$ cat src/rtl/tc77_pkg.sv
// Shared definitions for the TC77 sensor emulator.
package tc77_pkg;

  typedef enum logic [2:0] {
    ST_IDLE,
    ST_LOAD,
    ST_SHIFT_OUT,
    ST_CFG_IN,
    ST_COMMIT
  } tc77_state_e;

  localparam logic [15:0] CFG_SHUTDOWN   = 16'hFFFF;
  localparam logic [15:0] CFG_CONTINUOUS = 16'h0000;
  localparam int          PAD_BITS       = 2;
  localparam int          CFG_BITS       = 16;

  // Serial word: temperature field, ready bit, then the undriven pad bits.
  function automatic int word_width(input int data_width);
    return data_width + 1 + PAD_BITS;
  endfunction

endpackage

$ cat src/rtl/tc77_sync_edge.sv
// Multi-flop synchroniser for one asynchronous pad input, with single-cycle
// rise/fall pulses derived from the synchronised copy.
module tc77_sync_edge #(
  parameter int   SYNC_STAGES = 2,
  parameter logic RESET_VAL   = 1'b0
) (
  input  logic clk,
  input  logic rst_n,
  input  logic async_in,
  output logic sync_out,
  output logic rise,
  output logic fall
);

  logic [SYNC_STAGES-1:0] chain_q;
  logic [SYNC_STAGES-1:0] chain_d;
  logic                   prev_q;
  logic                   prev_d;

  genvar gi;
  generate
    for (gi = 0; gi < SYNC_STAGES; gi++) begin : g_chain
      if (gi == 0) begin : g_first
        assign chain_d[gi] = async_in;
      end else begin : g_next
        assign chain_d[gi] = chain_q[gi-1];
      end
    end
  endgenerate

  assign sync_out = chain_q[SYNC_STAGES-1];
  assign prev_d   = sync_out;

  always_ff @(posedge clk or negedge rst_n) begin
    if (!rst_n) begin
      chain_q <= {SYNC_STAGES{RESET_VAL}};
      prev_q  <= RESET_VAL;
    end else begin
      chain_q <= chain_d;
      prev_q  <= prev_d;
    end
  end

  assign rise = sync_out & ~prev_q;
  assign fall = ~sync_out & prev_q;

endmodule

$ cat src/rtl/tc77_emulator.sv
// TC77-style SPI temperature-sensor emulator: serves a host-loaded table of
// readings over 3-wire SPI and models conversion-ready, config write and shutdown.
module tc77_emulator
  import tc77_pkg::*;
#(
  parameter int DATA_WIDTH  = 13,
  parameter int DEPTH       = 8,
  parameter int SYNC_STAGES = 2,
  parameter int CONV_CYCLES = 1024,
  localparam int AW         = $clog2(DEPTH)
) (
  input  logic                  MCLK,
  input  logic                  nRESET,
  input  logic                  nCS,
  input  logic                  SCK,
  input  logic                  SIO_IN,
  output logic                  SIO_OUT,
  output logic                  SIO_OE,
  input  logic                  TBL_WE,
  input  logic [AW-1:0]         TBL_ADDR,
  input  logic [DATA_WIDTH-1:0] TBL_DATA,
  input  logic [AW-1:0]         TBL_LAST,
  output logic [AW-1:0]         RD_PTR,
  output logic                  SHUTDOWN,
  output logic [15:0]           CFG_WORD,
  output logic                  BUSY
);

  localparam int WW        = word_width(DATA_WIDTH);
  localparam int SEND_BITS = DATA_WIDTH + 1;
  localparam int BCW       = $clog2(SEND_BITS + 1);
  localparam int TW        = $clog2(CONV_CYCLES + 1);

  logic ncs_sync, ncs_rise, ncs_fall;
  logic sck_sync_unused, sck_rise, sck_fall;
  logic sio_sync, sio_rise_unused, sio_fall_unused;

  tc77_sync_edge #(.SYNC_STAGES(SYNC_STAGES), .RESET_VAL(1'b1)) u_sync_ncs (
    .clk(MCLK), .rst_n(nRESET), .async_in(nCS),
    .sync_out(ncs_sync), .rise(ncs_rise), .fall(ncs_fall)
  );

  tc77_sync_edge #(.SYNC_STAGES(SYNC_STAGES), .RESET_VAL(1'b0)) u_sync_sck (
    .clk(MCLK), .rst_n(nRESET), .async_in(SCK),
    .sync_out(sck_sync_unused), .rise(sck_rise), .fall(sck_fall)
  );

  tc77_sync_edge #(.SYNC_STAGES(SYNC_STAGES), .RESET_VAL(1'b0)) u_sync_sio (
    .clk(MCLK), .rst_n(nRESET), .async_in(SIO_IN),
    .sync_out(sio_sync), .rise(sio_rise_unused), .fall(sio_fall_unused)
  );

  // Reading table.  No reset: contents survive nRESET like a real RAM.
  logic [DATA_WIDTH-1:0] tbl_mem [DEPTH];
  logic [DATA_WIDTH-1:0] tbl_rd;

  always_ff @(posedge MCLK) begin
    if (TBL_WE) begin
      tbl_mem[TBL_ADDR] <= TBL_DATA;
    end
  end

  tc77_state_e     state_q, state_d;
  logic [WW-1:0]   shift_q, shift_d;
  logic [BCW-1:0]  bit_cnt_q, bit_cnt_d;
  logic [15:0]     cfg_q, cfg_d;
  logic [4:0]      cfg_cnt_q, cfg_cnt_d;
  logic [AW-1:0]   rd_ptr_q, rd_ptr_d;
  logic            shutdown_q, shutdown_d;
  logic [15:0]     cfg_word_q, cfg_word_d;
  logic [TW-1:0]   timer_q, timer_d;
  logic            sio_out_q, sio_out_d;
  logic            sio_oe_q, sio_oe_d;
  logic            ready;

  assign tbl_rd = tbl_mem[rd_ptr_q];
  assign ready  = ~shutdown_q & (timer_q == '0);

  always_comb begin
    state_d    = state_q;
    shift_d    = shift_q;
    bit_cnt_d  = bit_cnt_q;
    cfg_d      = cfg_q;
    cfg_cnt_d  = cfg_cnt_q;
    rd_ptr_d   = rd_ptr_q;
    shutdown_d = shutdown_q;
    cfg_word_d = cfg_word_q;
    timer_d    = timer_q;

    case (state_q)
      ST_IDLE: begin
        if (ncs_fall) state_d = ST_LOAD;
      end
      ST_LOAD: begin
        shift_d   = {tbl_rd, ready, {PAD_BITS{1'b0}}};
        bit_cnt_d = '0;
        cfg_d     = '0;
        cfg_cnt_d = '0;
        state_d   = ST_SHIFT_OUT;
      end
      ST_SHIFT_OUT: begin
        if (sck_fall) begin
          shift_d   = shift_q << 1;
          bit_cnt_d = bit_cnt_q + 1'b1;
          if (bit_cnt_q == BCW'(SEND_BITS - 1)) state_d = ST_CFG_IN;
        end
      end
      ST_CFG_IN: begin
        if (sck_rise && (cfg_cnt_q != 5'(CFG_BITS))) begin
          cfg_d     = {cfg_q[14:0], sio_sync};
          cfg_cnt_d = cfg_cnt_q + 5'd1;
        end
      end
      ST_COMMIT: begin
        if (bit_cnt_q == BCW'(SEND_BITS)) begin
          rd_ptr_d = (rd_ptr_q >= TBL_LAST) ? '0 : rd_ptr_q + 1'b1;
        end
        if (cfg_cnt_q == 5'(CFG_BITS)) begin
          cfg_word_d = cfg_q;
          if (cfg_q == CFG_SHUTDOWN)        shutdown_d = 1'b1;
          else if (cfg_q == CFG_CONTINUOUS) shutdown_d = 1'b0;
        end
        // Clear the counts so a stray nCS rise in IDLE cannot re-commit them.
        bit_cnt_d = '0;
        cfg_cnt_d = '0;
        state_d   = ST_IDLE;
      end
      default: state_d = ST_IDLE;
    endcase

    if (ncs_rise && (state_q != ST_COMMIT)) state_d = ST_COMMIT;

    if (shutdown_q) begin
      if (!shutdown_d) timer_d = TW'(CONV_CYCLES);
    end else if (!shutdown_d && (timer_q != '0)) begin
      timer_d = timer_q - 1'b1;
    end

    // Pad bits and config phase are never driven.
    sio_oe_d  = (state_d == ST_SHIFT_OUT);
    sio_out_d = sio_oe_d & shift_d[WW-1];
  end

  always_ff @(posedge MCLK or negedge nRESET) begin
    if (!nRESET) begin
      state_q    <= ST_IDLE;
      shift_q    <= '0;
      bit_cnt_q  <= '0;
      cfg_q      <= '0;
      cfg_cnt_q  <= '0;
      rd_ptr_q   <= '0;
      shutdown_q <= 1'b0;
      cfg_word_q <= '0;
      timer_q    <= TW'(CONV_CYCLES);
      sio_out_q  <= 1'b0;
      sio_oe_q   <= 1'b0;
    end else begin
      state_q    <= state_d;
      shift_q    <= shift_d;
      bit_cnt_q  <= bit_cnt_d;
      cfg_q      <= cfg_d;
      cfg_cnt_q  <= cfg_cnt_d;
      rd_ptr_q   <= rd_ptr_d;
      shutdown_q <= shutdown_d;
      cfg_word_q <= cfg_word_d;
      timer_q    <= timer_d;
      sio_out_q  <= sio_out_d;
      sio_oe_q   <= sio_oe_d;
    end
  end

  assign SIO_OUT  = sio_out_q;
  assign SIO_OE   = sio_oe_q;
  assign RD_PTR   = rd_ptr_q;
  assign SHUTDOWN = shutdown_q;
  assign CFG_WORD = cfg_word_q;
  assign BUSY     = ~ncs_sync;

endmodule
$ cat config.mk
export PLATFORM = sky130hd
export DESIGN_NAME = tc77_emulator
export DESIGN_NICKNAME = d
export VERILOG_FILES = /design/src/rtl/tc77_pkg.sv /design/src/rtl/tc77_sync_edge.sv /design/src/rtl/tc77_emulator.sv
export SDC_FILE = /design/constraint.sdc
export NUM_CORES = 1
export LEC_CHECK = 0
export CORE_MARGIN = 4
export CORE_UTILIZATION = 30
export CTS_CLUSTER_DIAMETER = 200
export DETAILED_ROUTE_END_ITERATION = 6
export PLACE_DENSITY = 0.49
export SETUP_SLACK_MARGIN = 0.2
export SYNTH_ARGS = -nofsm -noshare
export SYNTH_HDL_FRONTEND = slang
export SYNTH_HIERARCHICAL = 1
export SYNTH_SLANG_ARGS = --single-unit
$ cat constraint.sdc
create_clock -name MCLK -period 3 [get_ports MCLK]
set_input_delay 0.45 -clock MCLK [delete_from_list [all_inputs] [get_ports MCLK]]
set_output_delay 0.45 -clock MCLK [all_outputs]
set_load 0.01 [all_outputs]
### Yosys cells after proc, flatten, opt, wreduce, memory -nomap -nowiden

Memories as Yosys holds them, arrays and structs flattened.
Index checks and enable logic that the tools add are counted.

* add/subtract/negate cells: 4
* magnitude comparators: 1
* bitwise gates (word level): 11
* reduce and logical (&&, ||, !) cells: 21
* eq/ne operators: 14
* mux-type cells: 23

Operators with widths (count)
* case mux 16 bit (2 select lines): 2
* two-way mux 11 bit: 3
* two-way mux 16 bit: 2
* == test 16 bit (second input constant): 1
* logical NOT 16 bit: 1
* two-way mux 3 bit: 5
* AND reduction 2 bit: 7
* case mux 3 bit (4 select lines): 1
* logical NOT 11 bit: 1
* nonzero test 11 bit: 1
* subtractor 11 x 1 -> 11 bit (second input constant): 1
* case mux 5 bit (2 select lines): 1
* nonzero test 2 bit: 5
* == test 3 x 2 -> 1 bit (second input constant): 3
* == test 4 bit (second input constant): 2
* case mux 4 bit (2 select lines): 1
* bitwise AND 1 bit: 6
* two-way mux 1 bit: 6
* != test 2 bit (second input constant): 3
* adder 5 x 1 -> 5 bit (second input constant): 1
* == test 5 bit (second input constant): 1
* two-way mux 5 bit: 1
* != test 5 bit (second input constant): 1
* inverter 1 bit: 5
* 11 further kinds: 13

* register bits after elaboration: 85
* bits of input ports: 25
* memory bits (writable): 104
* memories kept: 1

Memories
* tbl_mem: depth 8, bits a word 13, rd ports 1, clocked after Yosys merged registers in 0, write ports 1, RTL line tc77_emulator.sv:54 `logic [DATA_WIDTH-1:0] tbl_mem [DEPTH];`

### Longest topological paths before layout

* word-level depth: 9
* mapped depth: 9
* mapped depth without buffers: 7

### Modules after synthesis

Netlist, hierarchy kept.

Modules (own cells, without submodules)
* tc77_emulator: area each 7462.2 um2, cells each 488, instances 1, seq. area each 5026.1 um2
* tc77_sync_edge (u_sync_sck ...): area each 90.1 um2, cells each 5, instances 2, seq. area each 75.1 um2
* tc77_sync_edge (u_sync_ncs): area each 93.8 um2, cells each 5, instances 1, seq. area each 78.8 um2

### Worst setup path after synthesis

Ideal clock, no wire load.

* path kind: register to register
* start: register rd_ptr_q[0], in the netlist RD_PTR[0]
* end: register rd_ptr_q[2], in the netlist RD_PTR[2]
* period minus slack after synthesis: 2103 ps
* setup time: 76 ps
* data arrival time: 2027 ps
* setup slack: 897 ps
* stages on the path, launching flop included: 10
* path through: dfrtp_1 > buf_2 > buf_2 > inv_1 > ha_1 > nand2b_1 > a21o_1 > a211oi_1 > o21ai_0 > o21ai_1

* cells in the longest elaborated chain, start to end: 2
* elaborated cells on any way between the ends: 3
* those cells by class: 1 x add/sub; 1 x order compare; 1 x mux

Ends and longest elaborated chain
* start, declared: RTL line tc77_emulator.sv:68 `logic [AW-1:0] rd_ptr_q, rd_ptr_d;`
* start signal, assigned: RTL line tc77_emulator.sv:163 `rd_ptr_q <= rd_ptr_d;`
* adder 3 x 1 -> 3 bit / >= comparator 3 bit (equally long branches): RTL line tc77_emulator.sv:116 `rd_ptr_d = (rd_ptr_q >= TBL_LAST) ? '0 : rd_ptr_q + 1'b1;`
* two-way mux 3 bit *: RTL line tc77_emulator.sv:116

Every way passes the cells marked *; elsewhere a longest branch is shown, timed or not.
A chain may end at the register's enable or synchronous reset.

### Worst setup path in the final report

* start: register rd_ptr_q[2], in the netlist RD_PTR[2]
* end: output port RD_PTR[2]

RTL lines
* end, declared: RTL line tc77_emulator.sv:23 `output logic [AW-1:0] RD_PTR,`

No word-level cell between the ends.

==> metrics <==
Mean Syn Cell Area 15.4 sq um; crit-path cells clkdlybuf4s50_1; fin crit share 0.741; # rows 58; Reg-to-Reg Start cfg_cnt_q[0]; share of cells above drive strength 1 0.183; Starting DRT DRC Count 337; max-slew violations 0; most common cell after layout, fill and taps aside edfxtp_1; Clock Path Buffers 2; per-cell routed wire length 15.9 um; Critical Path AT approximately 1800 ps; area grow syn2layout 20.4%; Total Routing Usage GR 0.107; Crit-path slowest cell dfrtp_1; Via density 4.74; maximum capacitance violations 0; Synth Cell Area 7700 sq um; HPWL after DPL 9.84 mm; CP max FO 10; CTS tree done; crit path kind flip-flop to output port; r2r setup slk 850 ps; crit-path leading delay family flip-flops; Setup TNS 0 ps; Buffers on Ports 47; DRC errors left 0; Fin. Hold Viols 0; CP peak stage delay 710 ps; R2R cell count 6; Vert. Die Dim roughly 170 um; clock buffer count from CTS 17; fmax 0.450 GHz; final WL 14.5 mm; # IOs 48; commonest non-fill, non-tap cells in the layout edfxtp_1, dfrtp_1, clkdlybuf4s50_1; Clock H-tree levels 4; Die Footprint 28300 sq um; total setup buffers inserted after CTS 0; clock root buffer clkbuf_16; Detailed Routing Iterations Pass 1 4; Max transition margin 0.444; vias in the first global route 4529; worst min path class input pin to asynchronous set/reset pin; Via Count 4309; global route overflow 0; area occupied by multi-input gates 2340 sq um; largest net degree at the start of global routing 67; actual slew at the worst max-slew pin 835 ps; initial antenna violation count 0; ant diodes 0; Layout Nets 602; VDD IR max 0.350 mV; Initial Util 0.306; post-synth net total between 500 and 600; Worst Skew 12.1 ps; CORE AREA ~25000 sq um; cts hold-fix bufs 0; PwrDens 596 nW/um^2; CP endpoint kind output port; Mapped Cells 500; clk sinks roughly 190; DIE WIDTH approximately 170 um; Worst R2R End cfg_q[11]; Post-CTS Resized 0; GPL Wtd Cong ~0.73; sequential cell area 5230 sq um; Fillers 2376; outcome finished, final reports clean; crit path time final about 2200 ps; Synth warnings 6; endpoints failing setup 0; clk slew on worst S/H paths 70 ps; first-pass GRT wire length 24.1 mm; remaining antenna violation count 0; P_leak 3.68 nW; worst path required time 2550 ps; crit path launch type flip-flop; RSZ-0062 raised after global routing no; overall power 5.52 mW; crit path buf inv count 1; worst-skew pair later-pin latency 420 ps
-- area by class of cell --
class                   count  area share
repair buffers             67      0.0681
clock inverters            15      0.0184
multi-input cells         279       0.253
clock buffers              17      0.0459
well taps                 330      0.0446
inverters                  13     0.00527
flip-flops and latches    188       0.565
-- how the worst max path moves through the flow --
stage | from | cells past startpoint | slack [ps] | end
final | RD_PTR[2] | 1 | 780 | RD_PTR[2]
after global routing | state_q[2] | 5 | 670 | cfg_cnt_q[0]
after CTS | RD_PTR[2] | 1 | 720 | RD_PTR[2]
after detailed placement | cfg_cnt_q[0] | 6 | 850 | cfg_q[11]
after global placement | cfg_cnt_q[0] | 6 | 910 | cfg_q[3]
after floorplan | RD_PTR[0] | 9 | 900 | RD_PTR[2]
-- metrics by stage --
stage          instances  setup slack (ps)   util  hold slack (ps)  instance area (sq um)
4_1_cts              909               717  0.368              161                   9260
3_5_place_dp         877               852  0.344              342                   8670
2_1_floorplan        500               897      -              154                   7700
3_3_place_gp         877               909  0.344              337                   8670
5_1_grt              909               669  0.368              197                   9260
6_report             909               776  0.368              126                   9260
-- sequential cells by signal, summed over array words and instances, names as in the netlist --
register / count
u_sync_sck/chain_q: 2
state_q: 3
SHUTDOWN: 1
tbl_mem: 104
u_sync_ncs/chain_q: 2
timer_q: 11
u_sync_sck/prev_q: 1
cfg_cnt_q: 5
CFG_WORD: 16
bit_cnt_q: 4
shift_q: 15
u_sync_ncs/prev_q: 1
SIO_OE: 1
cfg_q: 16
RD_PTR: 3
u_sync_sio/chain_q: 2
SIO_OUT: 1
-- routing by layer --
metal | track usage | vias up | share of wire
met2 | 0.184 | 77 | 0.51
met4 | 0.0286 | 0 | 0.0073
met3 | 0.0254 | 8 | 0.034
li1 | - | 2041 | -
met5 | 0 | - | 0
met1 | 0.135 | 2183 | 0.44
-- power by group --
part / internal, mW / switching [mW]
Sequential: 2.88 / 0.0818
Clock: 1.19 / 1.05
Combinational: 0.150 / 0.166
Total: 4.22 / 1.29
(Power assumes the default switching activity.)
